==> src/rtl/pipe_ctrl_if.sv <==
// rtl/pipe_ctrl_if.sv - stall/flush bundle between the pipeline stages and pipe_ctrl
interface pipe_ctrl_if;
   logic        stallreq_id;
   logic        stallreq_ex;
   logic        stallreq_mem;
   logic [31:0] excepttype_i;
   logic [31:0] cp0_epc_i;
   logic [5:0]  stall_o;
   logic        flush_o;
   logic [31:0] new_pc_o;
   logic [31:0] stall_cycles_o;
   logic        stall_timeout_o;
   logic [1:0]  state_o;

   modport master (
      output stallreq_id, stallreq_ex, stallreq_mem, excepttype_i, cp0_epc_i,
      input  stall_o, flush_o, new_pc_o, stall_cycles_o, stall_timeout_o, state_o
   );

   modport slave (
      input  stallreq_id, stallreq_ex, stallreq_mem, excepttype_i, cp0_epc_i,
      output stall_o, flush_o, new_pc_o, stall_cycles_o, stall_timeout_o, state_o
   );
endinterface

==> src/rtl/pipe_ctrl.sv <==
// rtl/pipe_ctrl.sv - pipeline stall vector, exception freeze/flush sequencing, stall debug counters
module pipe_ctrl #(
   parameter logic [31:0] EXC_VECTOR    = 32'h0000_0020,
   parameter logic [31:0] ERET_CODE     = 32'h0000_000e,
   parameter int unsigned STALL_TIMEOUT = 1024
) (
   input  logic        clk,
   input  logic        rst,
   pipe_ctrl_if.slave  bus
);

   typedef enum logic [1:0] {
      ST_RUN    = 2'd0,
      ST_FREEZE = 2'd1,
      ST_FLUSH  = 2'd2
   } state_t;

   localparam logic [15:0] TIMEOUT = 16'(STALL_TIMEOUT);
   localparam logic [31:0] CNT_MAX = 32'hFFFF_FFFF;

   state_t      state_q;
   state_t      state_d;
   state_t      state_view;
   logic        take_exc;
   logic [5:0]  stall;
   logic        stall_run;
   logic        flush_q;
   logic [31:0] new_pc_q;
   logic [31:0] stall_cycles_q;
   logic [15:0] consec_q;
   logic        timeout_q;

   always_ff @(posedge clk) begin
      if (rst) begin
         state_q <= ST_RUN;
      end else begin
         state_q <= state_d;
      end
   end

   // FREEZE is never registered: it is the RUN cycle in which an exception is visible.
   always_comb begin
      state_d    = state_q;
      state_view = state_q;
      stall      = 6'b000000;
      take_exc   = 1'b0;
      if (!rst) begin
         case (state_q)
            ST_RUN: begin
               if (bus.excepttype_i != 32'd0) begin
                  take_exc   = 1'b1;
                  stall      = 6'b111111;
                  state_d    = ST_FLUSH;
                  state_view = ST_FREEZE;
               end else if (bus.stallreq_mem) begin
                  stall = 6'b011111;
               end else if (bus.stallreq_ex) begin
                  stall = 6'b001111;
               end else if (bus.stallreq_id) begin
                  stall = 6'b000111;
               end
            end
            ST_FLUSH: begin
               state_d = ST_RUN;
            end
            default: begin
               state_d = ST_RUN;
            end
         endcase
      end
   end

   assign stall_run = (state_q == ST_RUN) && !take_exc && (stall != 6'b000000);

   always_ff @(posedge clk) begin
      if (rst) begin
         flush_q  <= 1'b0;
         new_pc_q <= 32'd0;
      end else begin
         flush_q <= take_exc;
         if (take_exc) begin
            new_pc_q <= (bus.excepttype_i == ERET_CODE) ? bus.cp0_epc_i : EXC_VECTOR;
         end
      end
   end

   // The freeze cycle neither counts nor breaks a run of consecutive stalls.
   always_ff @(posedge clk) begin
      if (rst) begin
         stall_cycles_q <= 32'd0;
         consec_q       <= 16'd0;
         timeout_q      <= 1'b0;
      end else if (stall_run) begin
         if (stall_cycles_q != CNT_MAX) begin
            stall_cycles_q <= stall_cycles_q + 32'd1;
         end
         if (consec_q != TIMEOUT) begin
            consec_q <= consec_q + 16'd1;
         end
         if (consec_q >= TIMEOUT - 16'd1) begin
            timeout_q <= 1'b1;
         end
      end else if (stall == 6'b000000) begin
         consec_q <= 16'd0;
      end
   end

   assign bus.stall_o         = stall;
   assign bus.flush_o         = flush_q;
   assign bus.new_pc_o        = new_pc_q;
   assign bus.stall_cycles_o  = stall_cycles_q;
   assign bus.stall_timeout_o = timeout_q;
   assign bus.state_o         = state_view;

endmodule
==> src/flat_wrapper.sv <==
// flat-port wrapper written by rule: the top's interface ports become plain ports
module pipe_ctrl_flat 
#(
   parameter logic [31:0] EXC_VECTOR    = 32'h0000_0020,
   parameter logic [31:0] ERET_CODE     = 32'h0000_000e,
   parameter int unsigned STALL_TIMEOUT = 1024
)
  (clk, rst, bus_stallreq_id, bus_stallreq_ex, bus_stallreq_mem, bus_excepttype_i, bus_cp0_epc_i, bus_stall_o, bus_flush_o, bus_new_pc_o, bus_stall_cycles_o, bus_stall_timeout_o, bus_state_o);
  pipe_ctrl_if bus_i ();
  input  logic clk;
  input  logic rst;
  input wire logic [$bits(bus_i.stallreq_id)-1:0] bus_stallreq_id;
  input wire logic [$bits(bus_i.stallreq_ex)-1:0] bus_stallreq_ex;
  input wire logic [$bits(bus_i.stallreq_mem)-1:0] bus_stallreq_mem;
  input wire logic [$bits(bus_i.excepttype_i)-1:0] bus_excepttype_i;
  input wire logic [$bits(bus_i.cp0_epc_i)-1:0] bus_cp0_epc_i;
  output wire logic [$bits(bus_i.stall_o)-1:0] bus_stall_o;
  output wire logic [$bits(bus_i.flush_o)-1:0] bus_flush_o;
  output wire logic [$bits(bus_i.new_pc_o)-1:0] bus_new_pc_o;
  output wire logic [$bits(bus_i.stall_cycles_o)-1:0] bus_stall_cycles_o;
  output wire logic [$bits(bus_i.stall_timeout_o)-1:0] bus_stall_timeout_o;
  output wire logic [$bits(bus_i.state_o)-1:0] bus_state_o;
  assign bus_i.stallreq_id = bus_stallreq_id;
  assign bus_i.stallreq_ex = bus_stallreq_ex;
  assign bus_i.stallreq_mem = bus_stallreq_mem;
  assign bus_i.excepttype_i = bus_excepttype_i;
  assign bus_i.cp0_epc_i = bus_cp0_epc_i;
  assign bus_stall_o = bus_i.stall_o;
  assign bus_flush_o = bus_i.flush_o;
  assign bus_new_pc_o = bus_i.new_pc_o;
  assign bus_stall_cycles_o = bus_i.stall_cycles_o;
  assign bus_stall_timeout_o = bus_i.stall_timeout_o;
  assign bus_state_o = bus_i.state_o;
  pipe_ctrl #(.EXC_VECTOR(EXC_VECTOR), .ERET_CODE(ERET_CODE), .STALL_TIMEOUT(STALL_TIMEOUT)) u_core (.clk(clk), .rst(rst), .bus(bus_i));
endmodule
==> config.mk <==
export PLATFORM = sky130hd
export DESIGN_NAME = pipe_ctrl_flat
export DESIGN_NICKNAME = d
export VERILOG_FILES = /design/src/rtl/pipe_ctrl_if.sv /design/src/rtl/pipe_ctrl.sv /design/src/flat_wrapper.sv
export SDC_FILE = /design/constraint.sdc
export NUM_CORES = 1
export LEC_CHECK = 0
export BUFFER_PORTS_ARGS = -buffer_cell sky130_fd_sc_hd__buf_2
export CAP_MARGIN = 20
export CORE_MARGIN = 2
export CORE_UTILIZATION = 45
export DETAILED_ROUTE_END_ITERATION = 16
export GPL_ROUTABILITY_DRIVEN = 0
export PLACE_DENSITY_LB_ADDON = 0.08
export SLEW_MARGIN = 25
export SYNTH_ARGS = -nofsm -noshare
export SYNTH_HDL_FRONTEND = slang
export SYNTH_SLANG_ARGS = --single-unit
==> constraint.sdc <==
create_clock -name clk -period 6 [get_ports clk]
set_input_delay 0.9 -clock clk [delete_from_list [all_inputs] [get_ports clk]]
set_output_delay 0.9 -clock clk [all_outputs]
set_load 0.01 [all_outputs]
Word-level counts from Yosys, hierarchy flattened
Cells that the tools add are included.
Word-level totals
  input port bits: 69
  word-level logic and storage cells: 42
  register bits: 83
Cells by class
  multiplexer cells: 16
  $lt $le $gt $ge: 1
  bitwise logic cells: 1
  reductions and logical operators: 12
  $add $sub $neg: 2
  equal/unequal tests: 4
Operator list (number)
  16-bit 2-to-1 mux: 3
  32-bit by 1-bit adder with 32-bit output, second input constant: 1
  32-bit by 4-bit equality test with 1-bit output, second input constant: 1
  32-bit 2-to-1 mux: 1
  32-bit inequality test, second input constant: 1
  32-bit nonzero test: 1
  6-bit 2-to-1 mux: 5
  16-bit by 1-bit adder with 16-bit output, second input constant: 1
  16-bit by 10-bit greater-or-equal comparator with 1-bit output, second input constant: 1
  16-bit by 11-bit inequality test with 1-bit output, second input constant: 1
  6-bit zero test: 1
  2-bit 2-to-1 mux: 3
  2-bit AND reduction: 3
  6-bit nonzero test: 1
  1-bit 2-to-1 mux: 3
  3-bit 2-to-1 mux: 1
  1-bit logical AND: 2
  2-bit zero test: 1
  2-bit inequality test, second input constant: 1
  2-bit nonzero test: 1
  2-bit OR reduction: 1
  1-bit zero test: 1
  1-bit inverter: 1

Longest topological paths before layout
Gate-level depths: netlist of run 1.
  word-level depth: 10
  gate-level depth with buffers: 9
  mapped depth without buffers: 7

Worst setup path before layout of run 1
OpenSTA, ideal clock, no wires.
  path type: input to output
  start: input bus_excepttype_i[13]
  end: output bus_stall_o[3]
  setup slack: 2.911 ns
  arrival time: 2.189 ns
  cell stages on the path: 6
  buffers on the path: 2
  path through: nor4_2 -> nand4_1 -> o31ai_1 -> buf_2 -> buf_2 -> nand2_1
On the way
  word-level cells in the longest chain between the ends: 4
RTL lines
  start: declaration: RTL line flat_wrapper.sv:15  | input wire logic [$bits(bus_i.excepttype_i)-1:0] bus_excepttype_i;
  32-bit nonzero test: RTL line pipe_ctrl.sv:50  | if (bus.excepttype_i != 32'd0) begin
  6-bit 2-to-1 mux: RTL line pipe_ctrl.sv:50
  6-bit 2-to-1 mux: RTL line pipe_ctrl.sv:48  | case (state_q)
  6-bit 2-to-1 mux: RTL line pipe_ctrl.sv:47  | if (!rst) begin
  end: declaration: RTL line flat_wrapper.sv:17  | output wire logic [$bits(bus_i.stall_o)-1:0] bus_stall_o;
No other way between the ends.

Final worst setup path of run 1
  start: input bus_excepttype_i[13]
  end: output bus_stall_o[5]
Same word-level chain as after synthesis.

==> results of run 1 <==
==> report_power, final <==
| group | switching, uW | internal, uW | total [uW] |
|---|---|---|---|
| clock network | 222 | 157 | 379 |
| logic | 42.3 | 27.1 | 69.4 |
| registers | 1.86 | 553 | 554 |
| total | 266 | 737 | 1000 |
==> cells in the final DEF, fill, tap and decap left out, types with 6 or more instances in the layout <==
cell type,synthesis,final
a21oi_1,44,44
a22oi_1,31,31
and4_1,10,10
buf_2,8,142
clkbuf_8,0,9
dfxtp_1,83,83
inv_1,13,13
nand2_1,21,21
nand3_1,20,20
nand4_1,19,19
nor2_1,45,45
nor3_1,11,10
nor4_1,10,10
nor4_2,6,6
o21ai_0,11,11
o31ai_1,32,31
or3_1,6,6
or4_1,32,32
==> stage by stage <==
| step | total power, uW | std cells |
|---|---|---|
| floorplan | 602 | 477 |
| global placement | 636 | 695 |
| detailed placement | 637 | 695 |
| CTS | 1020 | 711 |
| global route | 1050 | 711 |
| finish | 1000 | 711 |
==> cell usage after synthesis (2+ instances only) <==
library cell,n
dfxtp_1,83
nor2_1,45
a21oi_1,44
o31ai_1,32
or4_1,32
a22oi_1,31
nand2_1,21
nand3_1,20
nand4_1,19
clkbuf_1,15
inv_1,13
nor3_1,11
o21ai_0,11
and4_1,10
nor4_1,10
buf_2,8
buf_4,6
nor4_2,6
or3_1,6
and3_1,5
mux2_2,5
buf_6,4
nor2b_1,4
o211ai_1,4
a31o_2,3
ha_1,3
nand2b_1,2
nor4bb_1,2
==> worst paths after layout <==
check / startpoint / cells after the start / slack [ns] / end
max: bus_excepttype_i[13] / 7 / 2.27 / bus_stall_o[5]
min reg2reg: u_core.bus.stall_timeout_o / 2 / 0.46 / u_core.bus.stall_timeout_o
min: u_core.bus.stall_timeout_o / 2 / 0.46 / u_core.bus.stall_timeout_o
max reg2reg: u_core.state_q[1] / 5 / 3.59 / u_core.bus.stall_cycles_o[11]
==> metal layers <==
layer	track usage	part of all wire	routed length, um
met5	0	0	0
met4	0.0780	0.013	140
met3	0.0394	0.046	497
met2	0.352	0.50	5440
met1	0.282	0.44	4750
==> registers in the layout, indices dropped and copies added, names as in the netlist <==
register	cells
u_core.bus.stall_cycles_o	32
u_core.bus.stall_timeout_o	1
u_core.consec_q	16
u_core.state_q	1
u_core.bus.new_pc_o	32
u_core.bus.flush_o	1
==> kinds of logic (layout without fill, tap and decap cells) <==
group           Yosys count  count (layout)  share of synthesized area
fa+ha+maj                 3               3                    0.00915
mux                       6               6                     0.0162
buf+inv                  49             175                     0.0604
simple gates            204             204                      0.297
flops                    83              83                      0.405
compound gates          132             132                      0.212
==> area by class of cell <==
type                    instances  area share
clock inverters                 7      0.0116
well taps                     108      0.0272
clock buffers                   9      0.0249
multi-input cells             345       0.444
flip-flops and latches         83       0.334
repair buffers                145       0.147
inverters                      14      0.0106
==> critical path: stages <==
cell	delay [ns]
buf_2	0.10
nor4_2	0.30
nand4_1	0.30
o31ai_4	0.44
buf_4	0.40
inv_2	0.19
buf_2	0.18
==> metrics.cfg, run 1 <==
[synth]
yosysUniqueCellTypes = 50
post-synth-top-area-cell = dfxtp_1
synth_largest_type_area_fraction = 0.405
synth_nets = 549
syn_avg_cell_area_um2 = 8.60
synthFlopType = dfxtp_1
synth_area_um2 = 4100
synthArstFlopShare = 0
yosysWarningCount = 0
synth_enable_flop_cells = 0
synthTopCellsByArea = dfxtp_1 (41%), o31ai_1 (5.9%), or4_1 (5.9%)
post_synthesis_sequential_element_count = 83
synth-seq-area-share = 0.405
post_synth_inst_count = 477

[placement]
cell_area_reported_after_detailed_placement_um2 = 4790
placement.io_buffers = 142
detailed_place_hpwl_um = 7890
placement.setup.worst_slack_ns = 2.28

[run_status]
run_status = finished clean

[sta]
timing_max_transition_violations_final = 0
slew-limit-headroom = 0.524
tns_setup_ns = 0
fin_ws_ns = 2.27
fin_worst_hold_slack_ns = 0.461
tightest_slew_ns = 0.708
final_setup_viols = 0
maxClockFrequency_mhz = 268
finalCritPeriodShare = 0.621
grt_setup_unrepaired = no
worst_clock_skew_ns = 0.00794
report.final.hold_viol_count = 0
finalCriticalPeriod_ns = 3.73

[setup_path]
cp-end-kind = primary output
cp.arrival_ns = 2.83
critPathRequiredTime_ns = 5.10
cp-start-kind = input pin
path_class = in -> out
critical_path.max_fanout = 33

[route]
routed_wire_length_per_instance_um = 15.2
totalWireLength_um = 10800
total_number_of_vias = 4154
final_antenna_violating_net_count = 0
avgViaCountPerCell = 5.84
detailedRoute.firstIterationViolations = 145
post_route_drc = 0
detail_route.first_pass.iterations = 4

[clocking]
cts_resized = 0
cts_max_path_buffers = 2
clkTransAtPathRegs_ns = 0.09
cts_num_sinks = 83
cts_max_level = 3
cts_buffers = 9
cts_tree = built
ctsRootBufferMaster = clkbuf_8
cts.hold.buffers_added = 0
post-cts-setup-buffers = 0
clk-insertion-delay-late_ns = 0.35

[floorplanning]
number_of_primary_i_o_pins = 143
vertical_die_dimension_um = 99.5
core_box_area_um2 = 8760
die_w_um = 99.5
rows = 34
initial_utilization = 0.468
die_area_um2 = 9890

[final_layout]
antenna_cells_inserted = 0
register_area_um2 = 1660
area_growth_from_synthesis_to_layout_pct = 21.3
num-fill-cells = 837
final_layout_size_suffix_gt1_frac = 0.308
postLayoutCoreUtil = 0.568
fin_area_um2 = 4970
multiInputGateArea_um2 = 2210
final_nets = 670

[pwr]
power.static_leakage_uw = 0.00194
ir_drop_worst_case_vdd_uv = 115
power-per-cell-area_nw_per_um2 = 202

[hold_path]
timing.hold.worst.class = reg -> reg

[global_routing]
gr-usage-all-layers = 0.214
grt_remaining_overflow = 0
grt_pass1_wl_um = 17400
pin_count_of_the_biggest_net_entering_global_routing = 71
grt_pass1_vias = 3635
grt_antenna_before_repair = 0

[job]
cap_violations = 0

(Power assumes the default switching activity.)
==> run 2, diff against run 1 <==
- clock period: 6 -> 3.43 ns (I/O delays scaled with it)
==> run 2 against run 1 <==
Combinational power is 79% higher; sequential cell count stayed put; via count is 2.0% higher; clock skew is 0.0044 ns higher; sequential power is 75% higher; core utilization is 0.19 points higher; final cell count is 0.42% higher; first-iteration DRC count is 27% higher; critical path depth is 1 lower; total power is 74% higher; highest routed layer unchanged.
==> metrics.cfg, run 2 (synthesis results as in run 1) <==
[floorplanning]
number_of_primary_i_o_pins = 143
rows = 34
vertical_die_dimension_um = 99.5
die_w_um = 99.5
initial_utilization = 0.468
die_area_um2 = 9890
core_box_area_um2 = 8760

[global_routing]
grt_remaining_overflow = 0
grt_antenna_before_repair = 0
gr-usage-all-layers = 0.225
pin_count_of_the_biggest_net_entering_global_routing = 73
grt_pass1_wl_um = 18400
grt_pass1_vias = 3795

[sta]
maxClockFrequency_mhz = 372
timing_max_transition_violations_final = 0
report.final.hold_viol_count = 0
final_setup_viols = 0
slew-limit-headroom = 0.499
tightest_slew_ns = 0.752
finalCriticalPeriod_ns = 2.69
fin_worst_hold_slack_ns = 0.393
grt_setup_unrepaired = no
tns_setup_ns = 0
worst_clock_skew_ns = 0.0123
finalCritPeriodShare = 0.783

[final_layout]
antenna_cells_inserted = 0
final_layout_size_suffix_gt1_frac = 0.312
final_nets = 673
register_area_um2 = 1660
layout.cells.non_filler = 714
mostFrequentLayoutCell = buf_2
multiInputGateArea_um2 = 2210
area_growth_from_synthesis_to_layout_pct = 21.7
layout.cells.most_common_list = buf_2 (142), dfxtp_1 (83), nor2_1 (45)
num-fill-cells = 826

[pwr]
power-per-cell-area_nw_per_um2 = 350
ir_drop_worst_case_vdd_uv = 268
share_seq_of_total_power = 0.556
total_power_uw = 1740
clkPwrFrac = 0.373
power.static_leakage_uw = 0.00195
switching_power_uw = 463
intPower_uw = 1280
power.share.switching = 0.265
share_comb_of_total_power = 0.071

[setup_path]
cp-start-kind = input pin
worst_path_largest_cell_delay_ns = 0.46
cp_top_family = simple AND/OR/NAND/NOR gates
critical_path_cell_sequence = buf_2 > nor4_2 > and4_1 > a31o_2 > inv_1 > buf_2
critPathRequiredTime_ns = 2.92
critical_path.max_fanout = 16
cp-end-kind = primary output
cp.buffers_inverters = 3
crit_top_cell = buf_2
cp.arrival_ns = 2.17
slowest_stage = a31o_2
path_class = in -> out

[route]
detail_route.first_pass.iterations = 5
routed_wire_length_per_instance_um = 15.7
totalWireLength_um = 11200
post_route_drc = 0
detailedRoute.firstIterationViolations = 184
total_number_of_vias = 4236
final_antenna_violating_net_count = 0
avgViaCountPerCell = 5.93

[placement]
placed_cells = 698
placement.io_buffers = 142
detailed_place_hpwl_um = 8230

[job]
cap_violations = 0

[clocking]
ctsRootBufferMaster = clkbuf_8
clkTransAtPathRegs_ns = 0.09
cts_max_path_buffers = 2
cts_num_sinks = 83
cts_max_level = 3
clk-insertion-delay-late_ns = 0.35
cts.hold.buffers_added = 0
cts_resized = 0
cts_buffers = 9
cts_tree = built
post-cts-setup-buffers = 0

[run_status]
run_status = finished clean

[hold_path]
timing.hold.worst.class = in -> reg

[run 2: cell types whose count changed in the layout (fill, tap and decap cells not counted)]
cell,change
buf_4,+3
clkinv_2,+1
inv_8,-1
[run 2: final cells by class]
type,count,share of cell area
multi-input combinational,345,0.443
tap,108,0.0271
inverter,14,0.0105
clock buffer,9,0.0248
timing repair buffer,148,0.151
clock inverter,7,0.0103
sequential,83,0.333
[run 2: worst paths after layout]
kind                                      from  slack (ns)  cells after the start                       endpoint
hold reg to reg     u_core.bus.stall_timeout_o        0.45                      2     u_core.bus.stall_timeout_o
setup reg to reg  u_core.bus.stall_cycles_o[0]        1.02                      6  u_core.bus.stall_cycles_o[26]
setup / recovery           bus_excepttype_i[0]        0.74                      6                 bus_stall_o[0]
hold / removal               bus_cp0_epc_i[11]        0.39                      3        u_core.bus.new_pc_o[11]
[run 2: power by group through the flow]
stage / clock network, uW / logic [uW] / registers, uW
floorplan: 0 / 59.4 / 993
global placement: 0 / 121 / 993
detailed placement: 0 / 123 / 993
CTS: 673 / 123 / 970
global route: 715 / 135 / 971
finish: 651 / 124 / 970
[run 2: worst min-delay path, stage by stage]
cell and delay, ns:
buf_2 0.07, a22oi_1 0.05, nor2_1 0.07
[run 2: metal layers]
layer  GRT usage  wire [um]  vias to the layer above
met5           0          0                        -
met2       0.364       5410                      141
met1       0.290       4850                     1975
li1            -          -                     2093
met3      0.0618        666                       27
met4      0.0780        304                        0
[run 2: per-stage QoR]
| step | cell area (um^2) | utilization | worst slack (ns) |
|---|---|---|---|
| final | 4990 | 0.570 | 0.744 |
| after global routing | 4990 | 0.570 | 0.595 |
| after CTS | 4990 | 0.570 | 0.751 |
| after detailed placement | 4820 | 0.550 | 0.753 |
| after global placement | 4820 | 0.550 | 0.810 |
| after floorplan | 4100 | - | 1.11 |
